File: src/rtl/calc1_pkg.sv
// Shared codes, widths and types for the four-port calculator.
// Pulled in by the ALU and the top level.
package calc1_pkg;

  localparam int DATA_W    = 32;
  localparam int CMD_W     = 4;
  localparam int RESP_W    = 2;
  localparam int NUM_PORTS = 4;

  localparam logic [CMD_W-1:0] CMD_ADD = 4'd1;
  localparam logic [CMD_W-1:0] CMD_SUB = 4'd2;
  localparam logic [CMD_W-1:0] CMD_SHL = 4'd5;
  localparam logic [CMD_W-1:0] CMD_SHR = 4'd6;

  localparam logic [RESP_W-1:0] RESP_NONE = 2'd0;
  localparam logic [RESP_W-1:0] RESP_OK   = 2'd1;
  localparam logic [RESP_W-1:0] RESP_OVF  = 2'd2;
  localparam logic [RESP_W-1:0] RESP_INV  = 2'd3;

  typedef enum logic [1:0] {
    ST_IDLE    = 2'd0,
    ST_GET_OP2 = 2'd1,
    ST_PENDING = 2'd2
  } port_state_e;

  typedef struct packed {
    logic [CMD_W-1:0]  cmd;
    logic [DATA_W-1:0] op1;
    logic [DATA_W-1:0] op2;
  } req_t;

endpackage

File: src/rtl/calc1_alu.sv
// Shared calculator datapath: add/sub with range check, logical shifts.
// Latency: purely combinational. Backpressure: none; result is zero unless resp is OK.
module calc1_alu
  import calc1_pkg::*;
(
  input  logic [CMD_W-1:0]  cmd,
  input  logic [DATA_W-1:0] op1,
  input  logic [DATA_W-1:0] op2,
  output logic [DATA_W-1:0] result,
  output logic [RESP_W-1:0] resp
);

  logic [DATA_W:0] sum;

  assign sum = {1'b0, op1} + {1'b0, op2};

  always_comb begin
    result = '0;
    resp   = RESP_INV;
    case (cmd)
      CMD_ADD: begin
        if (sum[DATA_W]) begin
          resp = RESP_OVF;
        end else begin
          resp   = RESP_OK;
          result = sum[DATA_W-1:0];
        end
      end
      CMD_SUB: begin
        if (op2 > op1) begin
          resp = RESP_OVF;
        end else begin
          resp   = RESP_OK;
          result = op1 - op2;
        end
      end
      // Only the low five bits of op2 form the shift amount.
      CMD_SHL: begin
        resp   = RESP_OK;
        result = op1 << op2[4:0];
      end
      CMD_SHR: begin
        resp   = RESP_OK;
        result = op1 >> op2[4:0];
      end
      default: begin
        resp   = RESP_INV;
        result = '0;
      end
    endcase
  end

endmodule

File: src/rtl/calc1_top.sv
// Four-port calculator: per-port op capture, fixed-priority grant onto one shared ALU.
// Latency: response visible 3 cycles after cmd. Backpressure: a busy port ignores new cmds until its response.
module calc1_top
  import calc1_pkg::*;
(
  input  logic        c_clk,
  input  logic        reset,
  input  logic [0:3]  req1_cmd_in,
  input  logic [0:31] req1_data_in,
  input  logic [0:3]  req2_cmd_in,
  input  logic [0:31] req2_data_in,
  input  logic [0:3]  req3_cmd_in,
  input  logic [0:31] req3_data_in,
  input  logic [0:3]  req4_cmd_in,
  input  logic [0:31] req4_data_in,
  output logic [0:1]  out_resp1,
  output logic [0:31] out_data1,
  output logic [0:1]  out_resp2,
  output logic [0:31] out_data2,
  output logic [0:1]  out_resp3,
  output logic [0:31] out_data3,
  output logic [0:1]  out_resp4,
  output logic [0:31] out_data4
);

  logic [CMD_W-1:0]  cmd_in  [NUM_PORTS];
  logic [DATA_W-1:0] data_in [NUM_PORTS];

  port_state_e       state_q [NUM_PORTS];
  port_state_e       state_d [NUM_PORTS];
  req_t              req_q   [NUM_PORTS];
  req_t              req_d   [NUM_PORTS];

  logic [RESP_W-1:0] resp_q  [NUM_PORTS];
  logic [DATA_W-1:0] data_q  [NUM_PORTS];

  logic [NUM_PORTS-1:0] grant;
  logic [1:0]           gnt_idx;
  logic                 gnt_vld;
  logic [DATA_W-1:0]    alu_result;
  logic [RESP_W-1:0]    alu_resp;

  assign cmd_in[0]  = req1_cmd_in;
  assign cmd_in[1]  = req2_cmd_in;
  assign cmd_in[2]  = req3_cmd_in;
  assign cmd_in[3]  = req4_cmd_in;
  assign data_in[0] = req1_data_in;
  assign data_in[1] = req2_data_in;
  assign data_in[2] = req3_data_in;
  assign data_in[3] = req4_data_in;

  // Lowest-numbered pending port wins; scanning downwards leaves it last.
  always_comb begin
    gnt_vld = 1'b0;
    gnt_idx = '0;
    grant   = '0;
    for (int i = NUM_PORTS - 1; i >= 0; i--) begin
      if (state_q[i] == ST_PENDING) begin
        gnt_vld = 1'b1;
        gnt_idx = 2'(i);
      end
    end
    if (gnt_vld) grant[gnt_idx] = 1'b1;
  end

  always_comb begin
    for (int i = 0; i < NUM_PORTS; i++) begin
      state_d[i] = state_q[i];
      req_d[i]   = req_q[i];
      case (state_q[i])
        ST_IDLE: begin
          if (cmd_in[i] != '0) begin
            state_d[i]   = ST_GET_OP2;
            req_d[i].cmd = cmd_in[i];
            req_d[i].op1 = data_in[i];
          end
        end
        ST_GET_OP2: begin
          state_d[i]   = ST_PENDING;
          req_d[i].op2 = data_in[i];
        end
        ST_PENDING: begin
          if (grant[i]) state_d[i] = ST_IDLE;
        end
        default: state_d[i] = ST_IDLE;
      endcase
    end
  end

  always_ff @(posedge c_clk or negedge reset) begin
    if (!reset) begin
      for (int i = 0; i < NUM_PORTS; i++) begin
        state_q[i] <= ST_IDLE;
        req_q[i]   <= '0;
      end
    end else begin
      for (int i = 0; i < NUM_PORTS; i++) begin
        state_q[i] <= state_d[i];
        req_q[i]   <= req_d[i];
      end
    end
  end

  calc1_alu u_alu (
    .cmd    (req_q[gnt_idx].cmd),
    .op1    (req_q[gnt_idx].op1),
    .op2    (req_q[gnt_idx].op2),
    .result (alu_result),
    .resp   (alu_resp)
  );

  // Non-granted ports are rewritten with zero every cycle, giving one-cycle responses.
  always_ff @(posedge c_clk or negedge reset) begin
    if (!reset) begin
      for (int i = 0; i < NUM_PORTS; i++) begin
        resp_q[i] <= RESP_NONE;
        data_q[i] <= '0;
      end
    end else begin
      for (int i = 0; i < NUM_PORTS; i++) begin
        resp_q[i] <= grant[i] ? alu_resp   : RESP_NONE;
        data_q[i] <= grant[i] ? alu_result : '0;
      end
    end
  end

  assign out_resp1 = resp_q[0];
  assign out_resp2 = resp_q[1];
  assign out_resp3 = resp_q[2];
  assign out_resp4 = resp_q[3];
  assign out_data1 = data_q[0];
  assign out_data2 = data_q[1];
  assign out_data3 = data_q[2];
  assign out_data4 = data_q[3];

endmodule

File: config.mk
export PLATFORM = sky130hd
export DESIGN_NAME = calc1_top
export DESIGN_NICKNAME = d
export VERILOG_FILES = /design/src/rtl/calc1_pkg.sv /design/src/rtl/calc1_alu.sv /design/src/rtl/calc1_top.sv
export SDC_FILE = /design/constraint.sdc
export NUM_CORES = 1
export LEC_CHECK = 0
export CAP_MARGIN = 10
export CORE_MARGIN = 1.5
export CORE_UTILIZATION = 52
export CTS_CLUSTER_SIZE = 28
export DETAILED_ROUTE_END_ITERATION = 10
export PLACE_DENSITY = 0.8
export SYNTH_ARGS = -nofsm -noshare
export SYNTH_HDL_FRONTEND = slang
export SYNTH_SLANG_ARGS = --single-unit
File: constraint.sdc
create_clock -name c_clk -period 6.05 [get_ports c_clk]
set_input_delay 1.21 -clock c_clk [delete_from_list [all_inputs] [get_ports c_clk]]
set_output_delay 1.21 -clock c_clk [all_outputs]
set_load 0.05 [all_outputs]
==> load_flow_metrics.sql <==
INSERT INTO impl_metrics (metric_group, metric, value, unit) VALUES
('global_route', 'grt_use_total', '0.4168', ''),
('logic_synthesis', 'yosys.area.top_type_share', '0.4304', ''),
('clocking', 'htree_num_levels', '2', ''),
('setup_path', 'worstSetupStartpoint', 'state_q[3]', ''),
('run', 'maxCapViolCount', '0', ''),
('logic_synthesis', 'post-synth-top-area-cell', 'sky130_fd_sc_hd__dfrtp_1', ''),
('global_route', 'grt_overflow_total', '0', ''),
('setup_path', 'crit_path_start_kind', 'flop', ''),
('logic_synthesis', 'syn-cell-area', '24190', 'um^2'),
('sta', 'maximum_frequency_from_static_timing_analysis', '169.5', 'MHz'),
('die', 'top_ports', '282', ''),
('final_layout', 'nets', '3119', ''),
('logic_synthesis', 'synth_area_leaders', 'sky130_fd_sc_hd__dfrtp_1 43%, sky130_fd_sc_hd__mux2_2 7.7%, sky130_fd_sc_hd__nand2_1 6.5%', ''),
('sta', 'hold_ws', '468.0', 'ps'),
('setup_path', 'setup.worst_path.end_class', 'flop', ''),
('global_route', 'grt_antenna_before_repair', '0', ''),
('global_route', 'grt_max_degree', '139', ''),
('sta', 'skew', '14.07', 'ps'),
('logic_synthesis', 'syn_nets', '2819', ''),
('sta', 'worst-slew-pin-transition', '1181', 'ps'),
('sta', 'fin_setup_tns', '0', 'ps'),
('final_layout', 'area_delta_synth_final', '22.98', '%'),
('sta', 'post-route-min-period', '5899', 'ps'),
('clocking', 'cts_buffers', '41', ''),
('die', 'initial_utilization', '0.5295', ''),
('route', 'drt_wl_total', '99.83', 'mm'),
('route', 'detail_route.drc_violations', '0', ''),
('worst_hold_path', 'worstHoldStart', 'req_q[200]', ''),
('sta', 'slew_viol_final', '0', ''),
('route', 'routed_via_density', '6.655', ''),
('clocking', 'clock_tree.buffer_depth', '3', ''),
('route', 'wl_per_cell', '28.24', 'um'),
('route', 'vias', '23530', ''),
('placement', 'finalWeightedCongestion', '1.164', ''),
('placement', 'io_buffer_count', '281', ''),
('clocking', 'path_clk_slew', '60', 'ps'),
('logic_synthesis', 'synth.avg_cell_area', '9.284', 'um^2'),
('logic_synthesis', 'yosys_warnings', '0', ''),
('sta', 'final-hold-violation-count', '0', ''),
('setup_path', 'cp_max_fo', '18', ''),
('die', 'rows', '78', ''),
('setup_path', 'path_class', 'reg -> reg', ''),
('logic_synthesis', 'synth-seq-cells', '416', ''),
('final_layout', 'finish.instance_area', '29740', 'um^2'),
('sta', 'finalCritPeriodShare', '0.9750', ''),
('die', 'floorplan.die_area', '47810', 'um^2'),
('clocking', 'postCtsSetupBuffers', '0', ''),
('run_status', 'run_status', 'complete, no violations', ''),
('route', 'dr.first_iter.drc_count', '2983', ''),
('sta', 'rsz0062_at_grt', 'no', ''),
('sta', 'layout_setup_ws', '151.4', 'ps'),
('logic_synthesis', 'asyncSetResetFlopFracSynth', '1.000', ''),
('global_route', 'wire_length_of_the_first_global_routing_pass', '147.9', 'mm'),
('clocking', 'clock_latency', '580', 'ps'),
('die', 'core_area', '45670', 'um^2'),
('setup_path', 'required', '6490', 'ps'),
('clocking', 'cts_tree', 'built', ''),
('clocking', 'ctsHoldBuffers', '0', ''),
('clocking', 'clk_root_buffer_cell', 'sky130_fd_sc_hd__clkbuf_16', ''),
('setup_path', 'rr_startpoint', 'state_q[3]', ''),
('setup_path', 'regToRegSetupSlack', '150', 'ps'),
('sta', 'setup_viol_count_final', '0', ''),
('placement', 'hpwl', '74.64', 'mm'),
('worst_hold_path', 'hold_path.class', 'reg -> reg', ''),
('route', 'drt_pass_1_iters', '6', ''),
('placement', 'detailed_place.area', '28330', 'um^2'),
('die', 'floorplan.die.height', '218.7', 'um'),
('sta', 'timing.slew.headroom', '0.2077', ''),
('global_route', 'grt_pass1_vias', '22730', ''),
('logic_synthesis', 'ys.flop_type', 'sky130_fd_sc_hd__dfrtp_1', ''),
('final_layout', 'drive_gt1_frac', '0.1663', ''),
('clocking', 'numClockSinks', '416', ''),
('logic_synthesis', 'synth_cell_types', '99', ''),
('setup_path', 'cp.arrival', '6330', 'ps'),
('die', 'die_w', '218.7', 'um'),
('route', 'route.antenna.remaining_nets', '0', ''),
('placement', 'pre_cts_ws', '299.4', 'ps'),
('logic_synthesis', 'yosysSeqAreaShare', '0.4304', ''),
('logic_synthesis', 'synthesis.instances', '2605', ''),
('logic_synthesis', 'synth-edff-count', '0', ''),
('final_layout', 'antennaDiodeCount', '0', '');
-- cell usage after synthesis (47+ instances only) --
cell	number
sky130_fd_sc_hd__o22ai_1	79
sky130_fd_sc_hd__inv_1	80
sky130_fd_sc_hd__o21ai_0	47
sky130_fd_sc_hd__nor2_1	268
sky130_fd_sc_hd__nand2_1	420
sky130_fd_sc_hd__clkbuf_1	109
sky130_fd_sc_hd__mux2i_1	84
sky130_fd_sc_hd__dfrtp_1	416
sky130_fd_sc_hd__mux2_2	165
sky130_fd_sc_hd__buf_2	50
sky130_fd_sc_hd__a21oi_1	167
sky130_fd_sc_hd__nor3_1	51
sky130_fd_sc_hd__ha_1	66
-- metrics by stage --
stage / std cells / util
final: 3535 / 0.6512
after global routing: 3535 / 0.6512
after CTS: 3535 / 0.6511
after detailed placement: 3462 / 0.6202
after global placement: 3462 / 0.6202
after floorplan: 2605 / -
-- flip-flops by register name (all words and copies together), names as in the netlist --
| name | count |
|---|---|
| out_resp3 | 2 |
| out_resp1 | 2 |
| out_resp2 | 2 |
| out_data2 | 32 |
| out_resp4 | 2 |
| out_data3 | 32 |
| req_q | 272 |
| out_data4 | 32 |
| out_data1 | 32 |
| state_q | 8 |
-- cell type report --
cell class	count	area, um^2
clock buffer	59	1214
clock inverter	14	196.4
fill	3638	15930
inverter	85	319.1
multi-input combinational	1926	12770
sequential	416	10410
tap	600	750.7
timing repair buffer	435	4086
-- per-layer routing --
layer  up-vias  GRT usage  wire length, um
li1       9977          -                -
met1     11700     0.5733            40330
met2      1611     0.6459            44890
met3       240    0.08434            10420
met4         0     0.1637             4202
met5         -          0                0
-- cell usage in the layout, fill, tap and decap left out, types with 66 or more instances in the layout --
| cell | count |
|---|---|
| sky130_fd_sc_hd__mux2_2 | 165 |
| sky130_fd_sc_hd__nor2_1 | 267 |
| sky130_fd_sc_hd__nand2_1 | 419 |
| sky130_fd_sc_hd__ha_1 | 66 |
| sky130_fd_sc_hd__clkdlybuf4s50_1 | 280 |
| sky130_fd_sc_hd__a21oi_1 | 166 |
| sky130_fd_sc_hd__inv_1 | 80 |
| sky130_fd_sc_hd__dfrtp_1 | 416 |
| sky130_fd_sc_hd__buf_4 | 145 |
| sky130_fd_sc_hd__o22ai_1 | 79 |
| sky130_fd_sc_hd__mux2i_1 | 84 |
-- cell families after synthesis --
family | after synthesis | synth area share
compound gates | 659 | 0.1945
xor+xnor | 12 | 0.004346
fa+ha+maj | 68 | 0.03580
buf+inv | 263 | 0.04542
flops | 416 | 0.4304
mux | 254 | 0.1154
simple gates | 933 | 0.1741
-- timing repair --
| item | in CTS | in global routing |
|---|---|---|
| setup endpoints to repair | 0 | 59 |
| endpoints found under the hold margin | 0 | 0 |
| gates resized for setup | 0 | 1 |
-- worst max-delay path, stage by stage (launching register included) --
cell                       delay (ps)
sky130_fd_sc_hd__dfrtp_1          610
sky130_fd_sc_hd__nand2b_1         390
sky130_fd_sc_hd__nand2_1          220
sky130_fd_sc_hd__a21oi_4          560
sky130_fd_sc_hd__buf_4            350
sky130_fd_sc_hd__mux2i_1          210
sky130_fd_sc_hd__a21oi_1          160
sky130_fd_sc_hd__ha_1             630
sky130_fd_sc_hd__and4_1           400
sky130_fd_sc_hd__a21oi_1           90
sky130_fd_sc_hd__o21ai_0          260
sky130_fd_sc_hd__nand4_1          180
sky130_fd_sc_hd__nand4_1          200
sky130_fd_sc_hd__a21oi_2           70
sky130_fd_sc_hd__buf_12           160
sky130_fd_sc_hd__buf_4            150
sky130_fd_sc_hd__a221oi_1         250
sky130_fd_sc_hd__a21oi_1          170
sky130_fd_sc_hd__nor4_2           560
sky130_fd_sc_hd__nor2_1            90
-- worst paths after layout --
path / cells past startpoint / to
max: 19 / out_data2[16]
min: 2 / req_q[200]
max reg2reg: 19 / out_data2[16]
min reg2reg: 2 / req_q[200]
max in group asynchronous: 2 / req_q[183]
min in group asynchronous: 1 / out_data2[0]
Power is left out: the tool's default activity adds up to more than one toggle a clock period on the data nets, which glitch-free logic cannot reach.
